[src/rtl/unary_op_pipe.sv]
// -----------------------------------------------------------------------------
// unary_op_pipe
//
// Two-stage, valid/ready pipelined unary operator. S1 registers the operand and
// operator; S2 registers the computed result and operator. Accepts one
// transaction per clock with a latency of two cycles when not back-pressured.
//
// Operators (i_in_op):
//   0 NOT   : ~x
//   1 POS   : x
//   2 NEG   : two's complement of x
//   3 RAND  : &x        (bit 0, zero-extended)
//   4 ROR   : |x        (bit 0, zero-extended)
//   5 RXOR  : ^x        (bit 0, zero-extended)
//   6 RXNOR : ~^x       (bit 0, zero-extended)
//   7 LNOT  : x == 0    (bit 0, zero-extended)
//
// Ports:
//   clk           clock, rising-edge
//   rst_n         asynchronous active-low reset
//   i_in_valid    input transaction valid
//   o_in_ready    block can accept this cycle (combinational)
//   i_in_data     operand, WIDTH bits
//   i_in_op       operator select, 3 bits
//   o_out_valid   result valid
//   i_out_ready   downstream accepts this cycle
//   o_out_data    result, WIDTH bits
//   o_out_op      operator that produced o_out_data
//   o_stat_count  saturating completed-transaction count, COUNT_W bits
//                 (present only when UNARY_OP_STATS_EN is defined)
//
// Build option:
//   UNARY_OP_STATS_EN  adds o_stat_count and its counter.
// -----------------------------------------------------------------------------
module unary_op_pipe #(
    parameter int WIDTH   = 8,
    parameter int COUNT_W = 16
) (
    input  logic               clk,
    input  logic               rst_n,
    input  logic               i_in_valid,
    output logic               o_in_ready,
    input  logic [WIDTH-1:0]   i_in_data,
    input  logic [2:0]         i_in_op,
    output logic               o_out_valid,
    input  logic               i_out_ready,
    output logic [WIDTH-1:0]   o_out_data,
    output logic [2:0]         o_out_op
`ifdef UNARY_OP_STATS_EN
    ,
    output logic [COUNT_W-1:0] o_stat_count
`endif
);

    typedef enum logic [2:0] {
        OP_NOT   = 3'd0,
        OP_POS   = 3'd1,
        OP_NEG   = 3'd2,
        OP_RAND  = 3'd3,
        OP_ROR   = 3'd4,
        OP_RXOR  = 3'd5,
        OP_RXNOR = 3'd6,
        OP_LNOT  = 3'd7
    } op_e;

    logic               r_s1_valid;
    logic [WIDTH-1:0]   r_s1_data;
    logic [2:0]         r_s1_op;

    logic               r_s2_valid;
    logic [WIDTH-1:0]   r_s2_data;
    logic [2:0]         r_s2_op;

    logic               w_in_accept;
    logic               w_out_done;
    logic               w_s2_load;
    logic [WIDTH-1:0]   w_result;

    // ------------------------------------------------------------------------
    // Handshake and advance control. There is no skid buffer: ready ripples
    // combinationally from the output back to the input when both stages are
    // occupied.
    // ------------------------------------------------------------------------
    assign w_out_done  = r_s2_valid && i_out_ready;
    assign w_s2_load   = r_s1_valid && (!r_s2_valid || i_out_ready);
    assign o_in_ready  = !r_s1_valid || !r_s2_valid || i_out_ready;
    assign w_in_accept = i_in_valid && o_in_ready;

    // ------------------------------------------------------------------------
    // Operator evaluation on the S1 contents. Single-bit results land in bit 0
    // with the upper bits left at the zero default.
    // ------------------------------------------------------------------------
    always_comb begin
        w_result = '0;
        case (op_e'(r_s1_op))
            OP_NOT:   w_result    = ~r_s1_data;
            OP_POS:   w_result    = r_s1_data;
            OP_NEG:   w_result    = ~r_s1_data + WIDTH'(1);
            OP_RAND:  w_result[0] = &r_s1_data;
            OP_ROR:   w_result[0] = |r_s1_data;
            OP_RXOR:  w_result[0] = ^r_s1_data;
            OP_RXNOR: w_result[0] = ~^r_s1_data;
            OP_LNOT:  w_result[0] = (r_s1_data == '0);
            default:  w_result    = '0;
        endcase
    end

    // ------------------------------------------------------------------------
    // Stage 1: operand/op capture.
    // S1 empties when its contents move to S2 and nothing new arrives.
    // ------------------------------------------------------------------------
    always_ff @(posedge clk or negedge rst_n) begin
        if (!rst_n) begin
            r_s1_valid <= 1'b0;
            r_s1_data  <= '0;
            r_s1_op    <= '0;
        end else begin
            if (w_in_accept) begin
                r_s1_valid <= 1'b1;
                r_s1_data  <= i_in_data;
                r_s1_op    <= i_in_op;
            end else if (w_s2_load) begin
                r_s1_valid <= 1'b0;
            end
        end
    end

    // ------------------------------------------------------------------------
    // Stage 2: result/op register driving the output port. Holds while the
    // downstream stalls; a load and a completion in the same cycle keep it
    // occupied.
    // ------------------------------------------------------------------------
    always_ff @(posedge clk or negedge rst_n) begin
        if (!rst_n) begin
            r_s2_valid <= 1'b0;
            r_s2_data  <= '0;
            r_s2_op    <= '0;
        end else begin
            if (w_s2_load) begin
                r_s2_valid <= 1'b1;
                r_s2_data  <= w_result;
                r_s2_op    <= r_s1_op;
            end else if (w_out_done) begin
                r_s2_valid <= 1'b0;
            end
        end
    end

    assign o_out_valid = r_s2_valid;
    assign o_out_data  = r_s2_data;
    assign o_out_op    = r_s2_op;

`ifdef UNARY_OP_STATS_EN
    // ------------------------------------------------------------------------
    // Completed-transaction counter, saturating at all-ones.
    // ------------------------------------------------------------------------
    logic [COUNT_W-1:0] r_stat_count;

    always_ff @(posedge clk or negedge rst_n) begin
        if (!rst_n) begin
            r_stat_count <= '0;
        end else if (w_out_done && (r_stat_count != '1)) begin
            r_stat_count <= r_stat_count + COUNT_W'(1);
        end
    end

    assign o_stat_count = r_stat_count;
`else
    // COUNT_W only sizes the statistics counter; nothing to build here.
    if (COUNT_W < 1) begin : g_count_w_unused
    end
`endif

endmodule

[config.mk]
export PLATFORM = sky130hd
export DESIGN_NAME = unary_op_pipe
export DESIGN_NICKNAME = d
export VERILOG_FILES = /design/src/rtl/unary_op_pipe.sv
export SDC_FILE = /design/constraint.sdc
export NUM_CORES = 1
export LEC_CHECK = 0
export ABC_AREA = 1
export CORE_MARGIN = 8
export CORE_UTILIZATION = 55
export CTS_CLUSTER_SIZE = 24
export DETAILED_ROUTE_END_ITERATION = 7
export HOLD_SLACK_MARGIN = 0.02
export PLACE_DENSITY = 0.84
export SKIP_CTS_REPAIR_TIMING = 1
export SLEW_MARGIN = 25
export SYNTH_ARGS = -nofsm -noshare
export SYNTH_HDL_FRONTEND = slang
export SYNTH_SLANG_ARGS = --single-unit
export TNS_END_PERCENT = 1
[constraint.sdc]
create_clock -name clk -period 3.67 [get_ports clk]
set_input_delay 0.367 -clock clk [delete_from_list [all_inputs] [get_ports clk]]
set_output_delay 0.367 -clock clk [all_outputs]
set_load 0.01 [all_outputs]
* Word level (Yosys, flattened, before mapping)
Cells that the tools add are included. Widths: inputs -> output; s select.
Word-level totals: register bits 24, bits of input ports 15, output and inout port bits 13, logic and storage cells 37
Cells by class: $add $sub $neg 1, equal/unequal tests 7, muxes and demuxes 6, bitwise operators 1, reductions and logical operators 16
Operator list (number):
- $pmux 7 s3 | 1
- $eq 3x3->1 const B | 4
- $add 8x1->8 const B | 1
- $logic_not 8->1 | 1
- $not 8->8 | 1
- $pmux 1 s8 | 1
- $reduce_and 8->1 | 1
- $reduce_or 8->1 | 1
- $reduce_xnor 8->1 | 1
- $reduce_xor 8->1 | 1
- $eq 3x2->1 const B | 2
- $mux 1 | 4
- $reduce_bool 2->1 | 2
- $eq 3x1->1 const B | 1
- $logic_and 1x1->1 | 3
- $logic_not 3->1 | 1
- $logic_or 1x1->1 | 3
- $logic_not 1->1 | 2

* Logic depth before layout (Yosys ltp)
depth in word-level cells 5, mapped depth 12, depth with buffers taken out 12

* Least setup slack after synthesis
Ideal clock, no wire load.
path kind reg2reg, start point reg r_s1_data[0], end point reg r_s2_data[0] (netlist: o_out_data[0]), library setup time 0.116 ns, data arrival time 1.274 ns, setup slack 2.280 ns, stages on the path, launching flop included 13, cell sequence dfrtp_1 -> inv_1 -> ha_1 -> inv_1 -> nand2_1 -> nand2_1 -> inv_1 -> nand2_1 -> nand3_1 -> nand2_1 -> nand3_1 -> nand2_1 -> nand2_1
Between the ends: longest elaborated chain between the ends 3
Ends and longest elaborated chain:
- from (decl) | RTL line 67 | logic [WIDTH-1:0] r_s1_data;
- from (signal assigned) | RTL line 120 | r_s1_data <= i_in_data;
- $not 8->8 | RTL line 96, 98
- $add 8x1->8 | RTL line 98 | OP_NEG: w_result = ~r_s1_data + WIDTH'(1);
- $pmux 1 s8 (*) | RTL line 95 | case (op_e'(r_s1_op))
- to (signal assigned) | RTL line 141 | r_s2_data <= w_result;
- to (decl) | RTL line 71 | logic [WIDTH-1:0] r_s2_data;
Every way passes the cells marked *; elsewhere a longest branch is shown, timed or not. A chain may end at the register's enable or synchronous reset.

* Worst setup path after layout
start point in i_out_ready, end point out o_in_ready
Between the ends: longest elaborated chain between the ends 1
Ends and longest elaborated chain:
- from (decl) | RTL line 46 | input logic i_out_ready,
- $logic_or 1x1->1 | RTL line 86 | assign o_in_ready = !r_s1_valid || !r_s2_valid || i_out_ready;
- to (decl) | RTL line 42 | output logic o_in_ready,
Every way passes these cells.

==> impl_metrics.sql <==
INSERT INTO impl_metrics (metric_group, metric, value, unit) VALUES
('sta', 'tightestPinTransition', '0.653', 'ns'),
('global_route', 'first_global_vias', '1357', ''),
('floorplanning', 'placeableCoreArea', '2500', 'sq um'),
('routing', 'post-route-drc-count', '0', ''),
('placement', 'post_placement_worst_setup_slack', '1.74', 'ns'),
('synth', 'synthDominantAreaCellType', 'sky130_fd_sc_hd__dfrtp_1', ''),
('floorplanning', 'design.portCount', '28', ''),
('routing', 'avgViaCountPerCell', '5.28', ''),
('finish', 'drive_above_1_share', '0.0470', ''),
('critical_path', 'timing.critical_path.slowest_stage_cell', 'sky130_fd_sc_hd__clkdlybuf4s50_1', ''),
('synth', 'synth_top_area_frac', '0.410', ''),
('critical_path', 'crit_path_max_fanout', '3', ''),
('placement', 'dpl-instance-area', '1750', 'sq um'),
('sta', 'unrepaired_setup_endpoints_after_global_routing', 'no', ''),
('critical_path', 'timing.rr.start', 'r_s1_data[3]', ''),
('critical_path', 'count_of_buffering_cells_on_the_critical_path_with_inverters_included', '3', ''),
('routing', 'dr.first_iter.drc_count', '90', ''),
('synth', 'synth-adder-area-share', '0.0683', ''),
('finish', 'area_taken_by_flip_flops_and_latches', '601', 'sq um'),
('sta', 'postLayoutSetupSlackWorst', '1.76', 'ns'),
('clocking', 'largest_buffer_count_on_any_clock_path', '2', ''),
('synth', 'syn-instance-count', '207', ''),
('finish', 'n_fill_cell', '206', ''),
('clocking', 'cts.sinks', '24', ''),
('finish', 'fin_util', '0.719', ''),
('finish', 'n_antenna_cell', '0', ''),
('critical_path', 'worst_path_largest_cell_delay', '0.56', 'ns'),
('synth', 'ys_top_cells_by_area', 'sky130_fd_sc_hd__dfrtp_1 (41%), sky130_fd_sc_hd__nand2_1 (16%), sky130_fd_sc_hd__inv_1 (6.9%)', ''),
('finish', 'final_nets', '258', ''),
('synth', 'main_combinational_cell_family_by_area_after_synthesis', 'simple AND/OR/NAND/NOR gates', ''),
('sta', 'final.period_utilization', '0.521', ''),
('finish', 'layout_commonest_cell', 'sky130_fd_sc_hd__nand2_1', ''),
('pwr', 'vdd_drop_max', '295', 'uV'),
('sta', 'max-slew-margin-rel', '0.563', ''),
('critical_path', 'cell_seen_most_often_among_critical_path_stages', 'sky130_fd_sc_hd__clkdlybuf4s50_1', ''),
('pwr', 'power.density', '498', 'nW/um^2'),
('finish', 'layout_common_cells', 'sky130_fd_sc_hd__nand2_1 (62), sky130_fd_sc_hd__inv_1 (27), sky130_fd_sc_hd__nor2_1 (26), sky130_fd_sc_hd__clkdlybuf4s50_1 (26), sky130_fd_sc_hd__dfrtp_1 (24)', ''),
('global_route', 'grt_start_max_net_pins', '25', ''),
('routing', 'drt_wl_total', '3500', 'um'),
('routing', 'detail_route.first_pass.iterations', '5', ''),
('placement', 'hpwl_after_dpl', '2730', 'um'),
('finish', 'multi_input_comb_area', '728', 'sq um'),
('global_route', 'antenna_found_initial', '0', ''),
('synth', 'syn-cell-area', '1470', 'sq um'),
('synth', 'post_synthesis_compound_gate_area_fraction', '0.108', ''),
('critical_path', 'reg2reg_slack', '2.03', 'ns'),
('clocking', 'clk_root_buffer_cell', 'sky130_fd_sc_hd__clkbuf_4', ''),
('clocking', 'path_clk_slew', '0.14', 'ns'),
('routing', 'vias', '1393', ''),
('critical_path', 'arrival', '1.54', 'ns'),
('synth', 'yosys.area_share.simple', '0.314', ''),
('critical_path', 'crit-reg2reg-capture', 'o_out_data[0]', ''),
('status', 'status', 'finished, final reports clean', ''),
('routing', 'avgRoutedWirePerCell', '13.3', 'um'),
('placement', 'place.detailed.instances', '260', ''),
('synth', 'syn_avg_cell_area', '7.08', 'sq um'),
('synth', 'syn-num-nets', '230', ''),
('sta', 'fin_crit', '1.91', 'ns'),
('synth', 'synth_seq_area_share', '0.410', ''),
('critical_path', 'crit_family', 'buffers and inverters', ''),
('sta', 'report.final.slew_viol_count', '0', ''),
('critical_path', 'reg2reg_depth', '11', ''),
('critical_path', 'worst_path_required', '3.30', 'ns'),
('sta', 'final.setup_skew', '0.00794', 'ns'),
('sta', 'setup_viol', '0', ''),
('floorplanning', 'design.die.area', '4570', 'sq um'),
('global_route', 'grt_remaining_overflow', '0', ''),
('placement', 'globalplace.congestion', '0.889', ''),
('flow_run', 'drv_cap', '0', ''),
('finish', 'post_layout_nonfiller_instances', '264', ''),
('clocking', 'cts-buffers-inserted', '3', '');
==> registers in the layout, indices dropped and copies added (netlist names) <==
| register | flops |
|---|---|
| o_out_op | 3 |
| o_out_data | 8 |
| r_s1_data | 8 |
| r_s1_valid | 1 |
| o_out_valid | 1 |
| r_s1_op | 3 |
==> synth_stat cells <==
cell,instances
sky130_fd_sc_hd__nand3_1,17
sky130_fd_sc_hd__o22ai_1,1
sky130_fd_sc_hd__xor2_1,1
sky130_fd_sc_hd__inv_2,3
sky130_fd_sc_hd__ha_1,8
sky130_fd_sc_hd__buf_2,2
sky130_fd_sc_hd__nand2_1,62
sky130_fd_sc_hd__o211ai_1,3
sky130_fd_sc_hd__dfrtp_1,24
sky130_fd_sc_hd__inv_1,27
sky130_fd_sc_hd__buf_6,1
sky130_fd_sc_hd__nor2_4,2
sky130_fd_sc_hd__nand4_1,2
sky130_fd_sc_hd__nor2_1,26
sky130_fd_sc_hd__nand3_2,1
sky130_fd_sc_hd__clkbuf_1,1
sky130_fd_sc_hd__a21oi_1,14
sky130_fd_sc_hd__o21ai_0,10
sky130_fd_sc_hd__o21ai_1,2
==> kinds of logic after synthesis <==
kind of cell	after synthesis
AND/OR/NAND/NOR	110
buffers and inverters	34
AO/OA/AOI/OAI	30
flip-flops	24
adder cells (fa/ha/maj)	8
XOR/XNOR	1
==> layer usage <==
layer / vias up / wire length [um] / global-route usage
met5: - / 0 / 0
met4: 0 / 49 / 0.0470
met3: 6 / 200 / 0.0199
met2: 52 / 1720 / 0.279
met1: 630 / 1540 / 0.205
li1: 705 / - / -
==> worst reg2reg max path, delay by kind of cell (launching register included) <==
kind	cells	cell delay, ns
DFF	1	0.46
adders and majority gates	1	0.36
buffers and inverters	2	0.21
and+or+nand+nor	8	0.54
==> how the worst max path moves through the flow <==
stage,depth (start not counted),to,start,slack (ns)
3_3_place_gp,4,o_in_ready,i_out_ready,1.80
4_1_cts,4,o_in_ready,i_out_ready,1.75
3_5_place_dp,9,o_out_data[5],i_out_ready,1.74
6_report,4,o_in_ready,i_out_ready,1.76
2_1_floorplan,12,o_out_data[0],r_s1_data[0],2.28
5_1_grt,4,o_in_ready,i_out_ready,1.72
==> power breakdown <==
part / switching, mW / internal [mW] / leakage, nW
combinational: 0.195 / 0.150 / 0.643
clock: 0.0812 / 0.110 / 0.0279
sequential: 0.0443 / 0.314 / 0.287
total: 0.321 / 0.574 / 0.957
==> final cells by class <==
cell class / instances / area share
multi-input combinational: 149 / 0.405
inverter: 30 / 0.0627
clock inverter: 1 / 0.0167
clock buffer: 3 / 0.0125
sequential: 24 / 0.334
tap: 30 / 0.0209
timing repair buffer: 27 / 0.148
(Power assumes the default switching activity.)
